## src/rtl/or1420_pkg.sv

```systemverilog
// Shared definitions for the or1420 operand fetch slice.
package or1420_pkg;

  localparam int REG_INDEX_WIDTH = 5;
  localparam int DATA_WIDTH = 32;
  localparam logic [REG_INDEX_WIDTH-1:0] R0 = '0;

  typedef enum logic {
    IDLE,
    WAIT_LOAD
  } of_state_e;

endpackage

```

## src/rtl/or1420_regArray.sv

```systemverilog
// General-purpose register array: one write port, two async reads.
module or1420_regArray #(
  parameter int NR_OF_REGS = 32,
  parameter int DATA_WIDTH = 32
) (
  input  logic                  cpuClock,
  input  logic                  writeEnable,
  input  logic [4:0]            writeIndex,
  input  logic [DATA_WIDTH-1:0] writeData,
  input  logic [4:0]            readIndexA,
  input  logic [4:0]            readIndexB,
  output logic [DATA_WIDTH-1:0] readDataA,
  output logic [DATA_WIDTH-1:0] readDataB
);
  import or1420_pkg::*;

  logic [DATA_WIDTH-1:0] regs [NR_OF_REGS];

  // Storage is deliberately left without reset.
  always_ff @(posedge cpuClock) begin
    if (writeEnable && writeIndex != R0)
      regs[writeIndex] <= writeData;
  end

  assign readDataA = (readIndexA == R0) ? '0 : regs[readIndexA];
  assign readDataB = (readIndexB == R0) ? '0 : regs[readIndexB];

endmodule

```

## src/rtl/operand_fetch_stage.sv

```systemverilog
// Operand fetch: register read, write-back/load forwarding, load-use interlock.
module operand_fetch_stage #(
  parameter int NR_OF_REGS = 32,
  parameter int DATA_WIDTH = 32
) (
  input  logic                  cpuClock,
  input  logic                  cpuReset,
  input  logic                  stall,
  input  logic                  rdValid,
  input  logic [4:0]            rdIndexA,
  input  logic [4:0]            rdIndexB,
  input  logic [DATA_WIDTH-1:0] wbWriteData,
  input  logic [4:0]            wbWriteIndex,
  input  logic                  wbWriteEnable,
  input  logic                  wbStageLoadPending,
  input  logic                  loadDoneValid,
  input  logic [DATA_WIDTH-1:0] loadData,
  output logic [DATA_WIDTH-1:0] operandA,
  output logic [DATA_WIDTH-1:0] operandB,
  output logic                  operandsValid,
  output logic                  hazardStall,
  output logic [31:0]           hazardCycles
);
  import or1420_pkg::*;

  of_state_e state_q, state_d;
  logic [4:0] ldIdx_q, ldIdx_d;
  logic [4:0] idxA_q, idxA_d;
  logic [4:0] idxB_q, idxB_d;
  logic [DATA_WIDTH-1:0] opA_d, opB_d;
  logic valid_d;

  logic loadWrite, wbWrite, hazard;
  logic arrWe;
  logic [4:0] arrIdx, selA, selB;
  logic [DATA_WIDTH-1:0] arrData, arrA, arrB, fwdA, fwdB;

  assign loadWrite = loadDoneValid && state_q == WAIT_LOAD;
  assign wbWrite   = wbWriteEnable && !wbStageLoadPending;

  // Returning load owns the single write port over a same-cycle write-back.
  assign arrWe   = loadWrite || (wbWrite && wbWriteIndex != R0);
  assign arrIdx  = loadWrite ? ldIdx_q : wbWriteIndex;
  assign arrData = loadWrite ? loadData : wbWriteData;

  assign selA = (state_q == WAIT_LOAD) ? idxA_q : rdIndexA;
  assign selB = (state_q == WAIT_LOAD) ? idxB_q : rdIndexB;

  or1420_regArray #(
    .NR_OF_REGS(NR_OF_REGS),
    .DATA_WIDTH(DATA_WIDTH)
  ) u_regs (
    .cpuClock   (cpuClock),
    .writeEnable(arrWe),
    .writeIndex (arrIdx),
    .writeData  (arrData),
    .readIndexA (selA),
    .readIndexB (selB),
    .readDataA  (arrA),
    .readDataB  (arrB)
  );

  always_comb begin
    fwdA = arrA;
    if (selA == R0) fwdA = '0;
    else if (loadDoneValid && selA == ldIdx_q) fwdA = loadData;
    else if (wbWrite && selA == wbWriteIndex) fwdA = wbWriteData;
    fwdB = arrB;
    if (selB == R0) fwdB = '0;
    else if (loadDoneValid && selB == ldIdx_q) fwdB = loadData;
    else if (wbWrite && selB == wbWriteIndex) fwdB = wbWriteData;
  end

  assign hazard = !cpuReset && state_q == IDLE && rdValid &&
                  wbStageLoadPending && wbWriteEnable &&
                  wbWriteIndex != R0 &&
                  (rdIndexA == wbWriteIndex ||
                   rdIndexB == wbWriteIndex);

  assign hazardStall = (state_q == WAIT_LOAD) ?
                       (!cpuReset && !loadDoneValid) : hazard;

  always_comb begin
    state_d = state_q;
    ldIdx_d = ldIdx_q;
    idxA_d  = idxA_q;
    idxB_d  = idxB_q;
    opA_d   = operandA;
    opB_d   = operandB;
    valid_d = operandsValid;
    unique case (state_q)
      IDLE: begin
        if (!stall) begin
          if (hazard) begin
            state_d = WAIT_LOAD;
            ldIdx_d = wbWriteIndex;
            idxA_d  = rdIndexA;
            idxB_d  = rdIndexB;
            valid_d = 1'b0;
          end else begin
            valid_d = rdValid;
            if (rdValid) begin
              opA_d = fwdA;
              opB_d = fwdB;
            end
          end
        end
      end
      WAIT_LOAD: begin
        if (!stall && loadDoneValid) begin
          state_d = IDLE;
          valid_d = 1'b1;
          opA_d   = fwdA;
          opB_d   = fwdB;
        end
      end
    endcase
  end

  always_ff @(posedge cpuClock or posedge cpuReset) begin
    if (cpuReset) begin
      state_q       <= IDLE;
      ldIdx_q       <= '0;
      idxA_q        <= '0;
      idxB_q        <= '0;
      operandA      <= '0;
      operandB      <= '0;
      operandsValid <= 1'b0;
      hazardCycles  <= '0;
    end else begin
      state_q       <= state_d;
      ldIdx_q       <= ldIdx_d;
      idxA_q        <= idxA_d;
      idxB_q        <= idxB_d;
      operandA      <= opA_d;
      operandB      <= opB_d;
      operandsValid <= valid_d;
      if (!stall && hazardStall && hazardCycles != '1)
        hazardCycles <= hazardCycles + 32'd1;
    end
  end

endmodule
```

## config.mk

```make
export PLATFORM = sky130hd
export DESIGN_NAME = operand_fetch_stage
export DESIGN_NICKNAME = d
export VERILOG_FILES = /design/src/rtl/or1420_pkg.sv /design/src/rtl/or1420_regArray.sv /design/src/rtl/operand_fetch_stage.sv
export SDC_FILE = /design/constraint.sdc
export NUM_CORES = 2
export LEC_CHECK = 0
export BUFFER_PORTS_ARGS = -buffer_cell sky130_fd_sc_hd__buf_2
export CORE_MARGIN = 10
export CORE_UTILIZATION = 45
export DETAILED_ROUTE_END_ITERATION = 6
export GPL_ROUTABILITY_DRIVEN = 1
export SYNTH_ARGS = -nofsm -noshare
export SYNTH_HDL_FRONTEND = slang
export SYNTH_SLANG_ARGS = --single-unit
```

## constraint.sdc

```tcl
create_clock -name cpuClock -period 10.8 [get_ports cpuClock]
set_clock_uncertainty 0.05 [all_clocks]
set_input_delay 0.54 -clock cpuClock [delete_from_list [all_inputs] [get_ports cpuClock]]
set_output_delay 0.54 -clock cpuClock [all_outputs]
set_load 0.01 [all_outputs]
```

==> After elaboration in Yosys (flattened, before gate mapping) <==
Memories as Yosys holds them, arrays and structs flattened.
Cells that the tools add are included.
{ "totals": {"ram_bits": 1024, "out_inout_bits": 98, "input_bits": 86, "memories": 1, "reg_bits": 113, "word_cells": 85} }
{ "mem_list": {"columns": ["name", "words", "word_bits", "read_ports", "rd_ports_with_merged_regs", "wr", "line_no", "text"], "rows": [
  ["u_regs.regs", 32, 32, 2, 0, 1, "or1420_regArray.sv:17", "logic [DATA_WIDTH-1:0] regs [NR_OF_REGS];"]
]} }
{ "op_classes": {"n_reduce_logical": 31, "muxes": 31, "bitwise_logic": 2, "n_addsub": 1, "eq_ne": 11} }
{ "ops": {"columns": ["cell", "count"], "rows": [
  ["$mux W32", 15],
  ["$pmux W32 S2", 2],
  ["$add A32 B1 Y32 const B", 1],
  ["$ne A32 B32 Y1 const B", 1],
  ["$eq A5 B5 Y1", 6],
  ["$logic_and A1 B1 Y1", 18],
  ["$mux W5", 3],
  ["$logic_not A5 Y1", 2],
  ["$reduce_bool A5 Y1", 2],
  ["$mux W1", 9],
  ["$ne A2 B2 Y1 const B", 3],
  ["$logic_not A1 Y1", 4],
  ["$pmux W1 S2", 2],
  ["$reduce_and A4 Y1", 1],
  ["$reduce_and A3 Y1", 1],
  ["$logic_or A1 B1 Y1", 2],
  ["$ne A2 B1 Y1 const B", 1],
  ["$not A1 Y1", 2],
  ["$reduce_and A2 Y1", 1]
]} }

==> Logic depth before layout (Yosys ltp) <==
{ "logic_depth": {"ltp_word": 10, "ltp_mapped": 12, "ltp_nobuf": 7} }

==> Hierarchy <==
From an unflattened synthesis, not the netlist that was laid out.
{ "hier_totals": {"cells_unflattened": 3312, "hier_area_um2": 55119.1} }
{ "by_module_without_submodules": {"columns": ["mod", "area_each_um2", "cells_per_inst", "n_inst"], "rows": [
  ["or1420_regArray", 47929.7, 2564, 1],
  ["operand_fetch_stage", 7189.4, 748, 1]
]} }

==> Worst setup path after synthesis <==
Ideal clock, no wire load.
{ "synth_path": {"path_type": "input to output", "start": "in cpuReset", "end": "out hazardStall", "setup_slack_ns": 6.919, "t_arrival_ns": 3.291, "path_buffers": 0, "stages": 3, "path_cell_list": "inv_1 > nand3_1 > o21ai_0"} }
{ "synth_between": {"elab_chain_cells": 8, "word_cells_on_any_way": 9, "cone_classes": "1 x mux; 8 x reduce/logical"} }
{ "synth_rtl": {"columns": ["element", "line_no", "text"], "rows": [
  ["from (decl)", "operand_fetch_stage.sv:7", "input logic cpuReset,"],
  ["$logic_not A1 Y1 (no source line) (*)", null, null],
  ["$logic_and A1 B1 Y1 (3 in a row)", "operand_fetch_stage.sv:74", "assign hazard = !cpuReset && state_q == IDLE && rdValid &&"],
  ["$logic_and A1 B1 Y1 (2 in a row)", "operand_fetch_stage.sv:75", "wbStageLoadPending && wbWriteEnable &&"],
  ["$logic_and A1 B1 Y1", "operand_fetch_stage.sv:76", "wbWriteIndex != R0 &&"],
  ["$mux W1 (*)", "operand_fetch_stage.sv:80", "assign hazardStall = (state_q == WAIT_LOAD) ?"],
  ["to (decl)", "operand_fetch_stage.sv:21", "output logic hazardStall,"]
]} }
Mark *: on every way between the ends. The rest lies on a longest branch, timed or not.

==> Worst setup path in the final report <==
{ "layout_path": {"start": "reg state_q", "end": "mem u_regs.regs[4][13] (enable)"} }
{ "layout_between": {"elab_chain_cells": 6, "word_cells_on_any_way": 7, "cone_classes": "3 x mux; 4 x reduce/logical"} }
{ "layout_rtl": {"columns": ["element", "line_no", "text"], "rows": [
  ["from (decl)", "operand_fetch_stage.sv:26", "of_state_e state_q, state_d;"],
  ["from (signal assigned)", "operand_fetch_stage.sv:131", "state_q <= state_d;"],
  ["$logic_and A1 B1 Y1 (*)", "operand_fetch_stage.sv:38", "assign loadWrite = loadDoneValid && state_q == WAIT_LOAD;"],
  ["$mux W5", "operand_fetch_stage.sv:43", "assign arrIdx = loadWrite ? ldIdx_q : wbWriteIndex;"],
  ["$reduce_bool A5 Y1", "or1420_regArray.sv:21", "if (writeEnable && writeIndex != R0)"],
  ["$logic_and A1 B1 Y1", "or1420_regArray.sv:21", null],
  ["$mux W1", "or1420_regArray.sv:21", null],
  ["$mux W1 (not written as such)", "or1420_regArray.sv:22", "regs[writeIndex] <= writeData;"],
  ["to (decl)", "or1420_regArray.sv:17", null]
]} }
Marked as above.

==> results_dict.tcl <==
set metrics [dict create \
    num_rows 127 \
    total_power_mw 9.98 \
    hp-class "in2reg" \
    dieArea_um2 135000 \
    worstSetupStartpoint "state_q$_DFF_PP0_" \
    path_buf_inv 2 \
    vias_per_cell 6.68 \
    insertion_delay_ns 0.73 \
    min_from "loadData[9]" \
    maxCapViolCount 1 \
    grt_setup_unrepaired "no" \
    layout_commonest_cell "edfxtp_1" \
    routedWlPerCell_um 33.2 \
    first_iter_violations 6312 \
    r2r_cells 7 \
    synth_area_um2 54400 \
    r2r_end "u_regs.regs[4][13]$_DFFE_PP_" \
    min_period_ns 5.39 \
    grt_start_max_net_pins 147 \
    violations "capacitance limit, slew limit" \
    worstPathArrival_ns 5.68 \
    ios 184 \
    endpoint_kind "flop" \
    antenna_found_initial 6 \
    initial_utilization_pct 45.3 \
    die_x_um 368 \
    dp_hpwl_um 114000 \
    fmax_mhz 186 \
    ys_seq_elements 1137 \
    multiInputGateArea_um2 20000 \
    tritoncts.num_buffers 118 \
    synthArstFlopShare_pct 9.94 \
    yosysSeqAreaShare_pct 61.7 \
    vias 40270 \
    setup.worst_path.start_class "flop" \
    cts_tree "done" \
    place.gp.congestion 0.878 \
    finalHoldViolCount 0 \
    synth_area_per_cell_um2 12.9 \
    post-place-ws_ns 5.59 \
    clockBufferDepth 3 \
    cts_sinks 1137 \
    period_share_pct 49.9 \
    cts_setup_buffers 0 \
    hold_end "operandA[9]$_DFFE_PP0P_" \
    worst-setup-path-type "reg2reg" \
    hold_path_depth 3 \
    drc 0 \
    syn_inst 4207 \
    cts_root_buf "clkbuf_16" \
    leakagePower_nw 21.0 \
    tns_ns 0 \
    slew-limit-headroom_pct -0.486 \
    grt-ovfl-total 0 \
    synth-edff-count 1024 \
    fillers 10162 \
    cp.required_ns 11.09 \
    crit_top_cell "buf_4" \
    drive_gt1_share_pct 18.3 \
    regArea_um2 33600 \
    r2r_start "state_q$_DFF_PP0_" \
    grtUsageTotal_pct 28.7 \
    clk_pin_slew_ns 0.06 \
    wirelength_um 200000 \
    fin_util_pct 50.9 \
    firstDrtPassIters 6 \
    critPathSlowestCell "nor2_4" \
    fin_ws_ns 5.41 \
    grt_pass1_vias 38579 \
    die_y_um 368 \
    finalSetupViolCount 0 \
    ant_nets 0 \
    vdd_ir_drop_max_v 0.000134 \
    layout.nets 4395 \
    crit_chain "nand2_2 > buf_4 > nand2_1 > o32ai_1 > nand3_1 > nor2_4 > buf_4" \
    p_per_area_nw_per_um2 163 \
    crit_fanout 64 \
    port_buffers 183 \
    synth-main-ff-cell "edfxtp_1" \
    area_delta_synth_final_pct 12.4 \
    worst_pin_slew_ns 1.50 \
    final_cell_mix "edfxtp_1 (1,024), nand2_1 (934), nand3_1 (286), mux4_2 (213), mux2i_1 (184)" \
    critical_path.top_delay_family "simple AND/OR/NAND/NOR gates" \
    regToRegSetupSlack_ns 5.41 \
    htree_levels 3 \
    core_um2 120000 \
    grt_first_pass_wirelength_um 284000 \
    netlist-cell-type-count 72 \
    status "finished with violations" \
    max_stage_delay_ns 0.89 \
    drv_slew 32 \
    yosysWarnings 0 \
]
final cells by class:
class                   instances  area share [%]
well taps                    1612            3.30
multi-input cells            2751            32.7
flip-flops and latches       1137            54.9
clock inverters                63           0.935
diodes                          1         0.00409
repair buffers                278            2.75
clock buffers                 161            5.21
inverters                      22           0.143
synthesized netlist by cell type (74+ instances only):
cell type,n,area (um^2)
a21oi_1,74,370
buf_2,96,480
clkbuf_1,198,743
dfrtp_1,113,2830
edfxtp_1,1024,30700
mux2i_1,189,1890
mux4_2,213,4800
nand2_1,938,3520
nand3_1,288,1440
nor2_1,99,372
o21ai_0,91,455
o221ai_1,80,701
worst max path at each step:
stage	end	slack, ns	cells after the start
6_report	u_regs.regs[4][13]$_DFFE_PP_	5.41	7
2_1_floorplan	hazardStall	6.92	3
4_1_cts	u_regs.regs[4][17]$_DFFE_PP_	5.61	7
5_1_grt	operandA[16]$_DFFE_PP0P_	5.32	10
3_3_place_gp	operandA[18]$_DFFE_PP0P_	5.62	10
3_5_place_dp	u_regs.regs[4][15]$_DFFE_PP_	5.59	7
worst reg2reg max path, delay by kind of cell, from the launching register on:
| family | cells | cell delay (ns) |
|---|---|---|
| compound gates | 1 | 0.44 |
| buf+inv | 2 | 1.20 |
| flops | 1 | 0.82 |
| simple gates | 4 | 2.50 |
logic make-up (layout without fill, tap and decap cells):
group                      count (synthesis)  in the layout  synth area share (%)
and+or+nand+nor                         1510           1510                  11.9
AOI/OAI and AO/OA                        691            691                  9.15
DFF                                     1137           1137                  61.7
muxes                                    456            456                  13.5
other                                      1             33               0.00690
buffers and inverters                    350            524                  2.77
xor gates and xnor gates                  61             61                 0.982
adders and majority gates                  1              1                0.0230
layer usage:
metal | wire length (um) | GRT usage (%)
met2 | 86900 | 42.8
met3 | 27000 | 8.68
met1 | 76900 | 39.1
met5 | 11 | 0
met4 | 8880 | 11.1
stage by stage:
step	instance area, um^2	std cells	hold slack (ns)
after global routing	61100	6025	0.101
after CTS	61100	6024	0.0669
final	61100	6025	0.0994
after detailed placement	57400	5799	0.421
after floorplan	54500	4238	0.446
after global placement	57400	5799	0.412
registers in the layout, indices dropped and copies added, names as in the netlist:
register / count
idxA_q: 5
idxB_q: 5
operandsValid: 1
ldIdx_q: 5
state_q: 1
hazardCycles: 32
operandA: 32
u_regs.regs: 1024
operandB: 32
power breakdown:
part	internal [mW]	total (mW)	switching [mW]
Sequential	4.87	4.95	0.0765
Clock	2.25	4.02	1.77
Combinational	0.320	1.02	0.698
Total	7.45	9.98	2.54
repair_timing:
action	4_1_cts	5_1_grt
endpoints found under the hold margin	73	0
resized for setup	0	0
hold buffers	1	0
Power figures use the tool's default switching activity.
